`src/rtl/pc_pkg.sv`:
```
// Shared types for the program-counter unit: FSM state encoding and pc_in_sel codes.
package pc_pkg;

    typedef enum logic [2:0] {
        RST_RD = 3'd0,
        RST_LD = 3'd1,
        RUN    = 3'd2,
        IRQ_RD = 3'd3,
        IRQ_LD = 3'd4
    } state_t;

    localparam logic [1:0] SEL_SWI    = 2'd0;
    localparam logic [1:0] SEL_STACK  = 2'd1;
    localparam logic [1:0] SEL_BRANCH = 2'd2;
    localparam logic [1:0] SEL_SRST   = 2'd3;

    // States in which the data-memory read port is borrowed for a vector fetch.
    function automatic logic is_vec_state(state_t s);
        return (s == RST_RD) || (s == IRQ_RD);
    endfunction

endpackage

```
`src/rtl/pc_next_sel.sv`:
```
// Combinational next-PC selector: sequential increment or redirect target,
// plus decode of the soft-interrupt and soft-reset requests.
module pc_next_sel
    import pc_pkg::*;
#(
    parameter int unsigned ADDR_W = 8
) (
    input  logic [ADDR_W-1:0] pc,
    input  logic              pc_src,
    input  logic [1:0]        pc_in_sel,
    input  logic [ADDR_W-1:0] stack_addr,
    input  logic [ADDR_W-1:0] branch_addr,
    output logic [ADDR_W-1:0] next_pc,
    output logic              swi,
    output logic              srst
);

    always_comb begin
        // Soft interrupt / soft reset fall through to pc + 1, which is the
        // return address an interrupt entry must capture in that case.
        next_pc = pc + ADDR_W'(1);
        if (pc_src) begin
            if (pc_in_sel == SEL_STACK) begin
                next_pc = stack_addr;
            end else if (pc_in_sel == SEL_BRANCH) begin
                next_pc = branch_addr;
            end
        end
    end

    assign swi  = pc_src && (pc_in_sel == SEL_SWI);
    assign srst = pc_src && (pc_in_sel == SEL_SRST);

endmodule

```
`src/rtl/pc_unit.sv`:
```
// Program-counter unit: PC register, next-PC select, reset/interrupt vector fetch.
// Optional macro PC_WRAP_TRAP_EN enables the sticky wrap_err flag on sequential wrap.
module pc_unit
    import pc_pkg::*;
#(
    parameter int unsigned       ADDR_W    = 8,
    parameter logic [ADDR_W-1:0] RESET_VEC = '0,
    parameter logic [ADDR_W-1:0] IRQ_VEC   = ADDR_W'(1)
) (
    input  logic              clk,
    input  logic              rst_n,
    input  logic              stall,
    input  logic              pc_src,
    input  logic [1:0]        pc_in_sel,
    input  logic [ADDR_W-1:0] stack_addr,
    input  logic [ADDR_W-1:0] branch_addr,
    input  logic              irq_req,
    input  logic              irq_en,
    input  logic [ADDR_W-1:0] vec_rdata,
    output logic [ADDR_W-1:0] pc,
    output logic              pc_valid,
    output logic              vec_rd,
    output logic [ADDR_W-1:0] vec_addr,
    output logic              irq_ack,
    output logic [ADDR_W-1:0] ret_addr,
    output logic              wrap_err
);

    state_t            state_reg, state_next;
    logic [ADDR_W-1:0] pc_reg, pc_next;
    logic              pc_valid_reg, pc_valid_next;
    logic              irq_ack_reg, irq_ack_next;
    logic [ADDR_W-1:0] ret_addr_reg, ret_addr_next;

    logic [ADDR_W-1:0] sel_pc;
    logic              swi;
    logic              srst;
    logic              run_go;
    logic              irq_take;

    pc_next_sel #(
        .ADDR_W (ADDR_W)
    ) u_next_sel (
        .pc          (pc_reg),
        .pc_src      (pc_src),
        .pc_in_sel   (pc_in_sel),
        .stack_addr  (stack_addr),
        .branch_addr (branch_addr),
        .next_pc     (sel_pc),
        .swi         (swi),
        .srst        (srst)
    );

    assign run_go   = (state_reg == RUN) && !stall;
    assign irq_take = (irq_req && irq_en) || swi;

    always_comb begin
        state_next    = state_reg;
        pc_next       = pc_reg;
        pc_valid_next = pc_valid_reg;
        irq_ack_next  = 1'b0;
        ret_addr_next = ret_addr_reg;
        unique case (state_reg)
            RST_RD: begin
                if (!stall) begin
                    state_next = RST_LD;
                end
            end
            RST_LD: begin
                pc_next       = vec_rdata;
                pc_valid_next = 1'b1;
                state_next    = RUN;
            end
            RUN: begin
                if (!stall) begin
                    // Hardware and soft interrupts share one entry and one ack.
                    if (irq_take) begin
                        ret_addr_next = sel_pc;
                        irq_ack_next  = 1'b1;
                        pc_valid_next = 1'b0;
                        state_next    = IRQ_RD;
                    end else if (srst) begin
                        pc_valid_next = 1'b0;
                        state_next    = RST_RD;
                    end else begin
                        pc_next = sel_pc;
                    end
                end
            end
            IRQ_RD: begin
                if (!stall) begin
                    state_next = IRQ_LD;
                end
            end
            IRQ_LD: begin
                pc_next       = vec_rdata;
                pc_valid_next = 1'b1;
                state_next    = RUN;
            end
            default: begin
                pc_valid_next = 1'b0;
                state_next    = RST_RD;
            end
        endcase
    end

    always_ff @(posedge clk or negedge rst_n) begin
        if (!rst_n) begin
            state_reg    <= RST_RD;
            pc_reg       <= '0;
            pc_valid_reg <= 1'b0;
            irq_ack_reg  <= 1'b0;
            ret_addr_reg <= '0;
        end else begin
            state_reg    <= state_next;
            pc_reg       <= pc_next;
            pc_valid_reg <= pc_valid_next;
            irq_ack_reg  <= irq_ack_next;
            ret_addr_reg <= ret_addr_next;
        end
    end

`ifdef PC_WRAP_TRAP_EN
    logic wrap_err_reg, wrap_err_next;
    logic wrap_set, wrap_clr;

    // Only a plain sequential step from all-ones counts; redirects to 0 do not.
    assign wrap_set = run_go && !irq_take && !pc_src && (&pc_reg);
    assign wrap_clr = run_go && !irq_take && srst;
    assign wrap_err_next = (wrap_err_reg || wrap_set) && !wrap_clr;

    always_ff @(posedge clk or negedge rst_n) begin
        if (!rst_n) begin
            wrap_err_reg <= 1'b0;
        end else begin
            wrap_err_reg <= wrap_err_next;
        end
    end

    assign wrap_err = wrap_err_reg;
`else
    logic unused_run_go;
    assign unused_run_go = run_go;
    assign wrap_err      = 1'b0;
`endif

    // The read strobe is gated by rst_n so it drops the instant reset asserts.
    assign vec_rd   = rst_n && is_vec_state(state_reg);
    assign vec_addr = !vec_rd ? '0 : ((state_reg == IRQ_RD) ? IRQ_VEC : RESET_VEC);

    assign pc       = pc_reg;
    assign pc_valid = pc_valid_reg;
    assign irq_ack  = irq_ack_reg;
    assign ret_addr = ret_addr_reg;

endmodule

```
`config.mk`:
```
export PLATFORM = sky130hd
export DESIGN_NAME = pc_unit
export DESIGN_NICKNAME = d
export VERILOG_FILES = /design/src/rtl/pc_pkg.sv /design/src/rtl/pc_next_sel.sv /design/src/rtl/pc_unit.sv
export SDC_FILE = /design/constraint.sdc
export NUM_CORES = 1
export LEC_CHECK = 0
export ABC_AREA = 1
export CAP_MARGIN = 20
export CORE_AREA = 2 2 61 63
export CTS_BUF_LIST = sky130_fd_sc_hd__clkbuf_8
export DETAILED_ROUTE_END_ITERATION = 12
export DIE_AREA = 0 0 63 65
export PLACE_DENSITY = 0.84
export SYNTH_ARGS = -nofsm -noshare
export SYNTH_HDL_FRONTEND = slang
export SYNTH_HIERARCHICAL = 1
export SYNTH_SLANG_ARGS = --single-unit
```
`constraint.sdc`:
```
create_clock -name clk -period 2.9 [get_ports clk]
set_input_delay 0.29 -clock clk [delete_from_list [all_inputs] [get_ports clk]]
set_output_delay 0.29 -clock clk [all_outputs]
set_load 0.03 [all_outputs]
```
==> impl_metrics.py <==
metrics = {
    "route": {
        "drt-vias-per-instance": 4.99,
        "dr.pass1.iters": 4,
        "routed_wl_mm": 4.04,
        "vias": 1663,
        "drtIter0Drc": 106,
        "ant_nets": 0,
        "drc": 0,
        "avgRoutedWirePerCell_um": 12.1,
    },
    "clock_network": {
        "clk_pin_slew_ns": 0.08,
        "cts_buffers": 3,
        "cts_hold_buffers": 0,
        "cts-resized-gates": 0,
        "clkSinkCount": 21,
        "cts_root_buf": "clkbuf_8",
        "tritoncts": "yes",
        "cts_setup_buffers": 0,
        "clock_latency_ns": 0.26,
        "clk_path_buf_depth": 2,
        "cts.htree.levels": 1,
    },
    "grt": {
        "antenna_found_initial": 0,
        "track_usage_pct": 21.2,
        "grt-ovfl-total": 0,
        "grt_pass1_wl_mm": 7.02,
        "grt_pass1_vias": 1599,
        "grt_start_max_net_pins": 22,
    },
    "floorplanning": {
        "core_sq_um": 3500,
        "die_area_sq_um": 4100,
        "die_y_um": 65,
        "initial_core_util_pct": 45.6,
        "dieWidth_um": 63,
        "io_pins": 60,
        "placementRows": 22,
    },
    "logic_synthesis": {
        "synth-seq-cells": 21,
        "syn_area_sq_um": 1590,
        "avgSynthCellArea_sq_um": 6.78,
        "synth-simple-area-share_pct": 42.3,
        "synth-compound-area-share_pct": 8.87,
        "synthXorXnorAreaFrac_pct": 1.65,
        "synth_top_family_by_area": "simple AND/OR/NAND/NOR gates",
        "yosys.area_share.adder_pct": 0.785,
        "synth_cell_types": 26,
        "syn-instance-count": 235,
        "yosys-mux-area-fraction_pct": 0,
        "ys_warn_count": 6,
        "ys_seq_area_share_pct": 33.0,
    },
    "worst_setup_path": {
        "path_cells": "inv_1 > nand3_1 > nand2_1 > inv_1 > nor2_1 > clkdlybuf4s50_1",
        "crit_type": "reg -> out",
        "critPathLaunchType": "flop",
        "slowest_stage": "clkdlybuf4s50_1",
        "worstSetupEndpoint": "vec_rd",
        "worstReg2RegStart": "pc[1]$_DFFE_PN0P_",
        "cp.arrival_ns": 1.94,
        "r2r_cells": 11,
        "r2r_slack_ns": 1.36,
        "crit_required_ns": 2.61,
        "r2r_end": "pc[4]$_DFFE_PN0P_",
        "crit_path_start": "state_reg[2]$_DFFE_PN0P_",
        "critical_path.max_stage_delay_ns": 0.67,
        "cp_max_fo": 5,
        "cp_common_cell": "inv_1",
        "end_kind": "output port",
    },
    "pwr": {
        "p_per_area_nw_per_um2": 906,
        "ir_drop_uv": 583,
        "power_leakage_uw": 0.00108,
    },
    "place": {
        "pre_cts_slack_ns": 0.790,
        "place_inst": 329,
        "port_buffers": 51,
        "hpwl_mm": 3.17,
        "finalWeightedCongestion": 0.891,
    },
    "cells_and_area": {
        "drive_gt1_share_pct": 8.42,
        "multi_input_area_sq_um": 885,
        "layout_common_cells": "nand2_1, clkdlybuf4s50_1, nand3_1, inv_1, dfrtp_1",
        "stdcell_count": 333,
        "nets": 319,
        "regArea_sq_um": 526,
        "num_antenna_cells": 0,
        "fill_cells": 346,
        "final_common_cell": "nand2_1",
        "syn2layout_area_growth_pct": 33.8,
    },
    "timing": {
        "setup-violations-final": 0,
        "final.setup_skew_ns": 0.00649,
        "finalHoldViolCount": 0,
        "drv_slew": 0,
        "hold_slack_ns": 0.408,
        "grt_setup_unrepaired": "no",
        "min_period_ns": 2.23,
        "max_freq_mhz": 449,
        "fin_setup_tns_ns": 0,
        "finalCritPeriodShare_pct": 76.9,
        "fin_ws_ns": 0.670,
    },
    "outcome": {
        "status": "complete, no violations",
    },
    "hold_path": {
        "hold_path.class": "in -> async",
    },
    "run": {
        "maxCapViolCount": 0,
    },
}
[metrics by stage]
stage / cell area, sq um / power, uW / utilization (%)
after floorplan: 1620 / 1360 / -
after global placement: 2090 / 1720 / 59.7
after detailed placement: 2090 / 1740 / 59.7
after CTS: 2130 / 1940 / 61.0
after global routing: 2130 / 2100 / 61.0
final: 2130 / 1930 / 61.0
[layout make-up]
| class | instances | share of cell area [%] |
|---|---|---|
| clock buffer | 3 | 1.94 |
| tap | 48 | 2.82 |
| sequential | 21 | 24.6 |
| timing repair buffer | 52 | 24.3 |
| inverter | 26 | 4.58 |
| clock inverter | 1 | 0.235 |
| multi-input combinational | 182 | 41.5 |
[power breakdown]
group          switching, uW  internal [uW]
clock                   94.1           95.6
combinational            740            453
sequential               134            416
total                    968            964
[cells by family (layout without fill, tap and decap cells)]
kind of cell               count (synthesis)  after routing
AOI/OAI and AO/OA                         25             25
xor gates and xnor gates                   3              3
adders and majority gates                  1              1
buffers and inverters                     39             82
DFF                                       21             21
other                                      1              8
and+or+nand+nor                          145            145
[worst max-delay path, delay by kind of cell, from the launching register on]
family	cells	cell delay, ns
buf+inv	3	0.91
flops	1	0.42
simple gates	3	0.34
[per-layer routing]
layer,up-vias,track usage (%),part of all wire (%)
li1,837,-,-
met1,761,28.3,46
met2,55,35.4,47
met3,10,2.95,5.0
met4,0,7.22,1.7
met5,-,0,0
[Yosys cell counts (all sizes together)]
library cell | instances | area, sq um
inv | 26 | 97.6
nand2 | 87 | 387
o21bai | 2 | 15.0
xor2 | 1 | 8.76
conb | 1 | 3.75
clkbuf | 1 | 3.75
nand4 | 2 | 12.5
xnor2 | 2 | 17.5
dfrtp | 21 | 526
a21oi | 2 | 10.0
o21ai | 21 | 116
nor3 | 2 | 10.0
nand3 | 38 | 195
ha | 1 | 12.5
nor2 | 16 | 70.1
buf | 12 | 109
[how the worst min path moves through the flow]
| stage | startpoint | to | slack (ns) | cells past startpoint |
|---|---|---|---|---|
| global route | rst_n | state_reg[2]$_DFFE_PN0P_ | 0.46 | 2 |
| global placement | pc_valid$_DFFE_PN0P_ | pc_valid$_DFFE_PN0P_ | 0.46 | 2 |
| floorplan | rst_n | irq_ack$_DFF_PN0_ | -0.006 | 0 |
| finish | rst_n | state_reg[2]$_DFFE_PN0P_ | 0.41 | 2 |
| detailed placement | pc_valid$_DFFE_PN0P_ | pc_valid$_DFFE_PN0P_ | 0.48 | 2 |
| CTS | rst_n | pc_valid$_DFFE_PN0P_ | 0.42 | 2 |
Note: power is estimated with default switching activity, not from simulation.
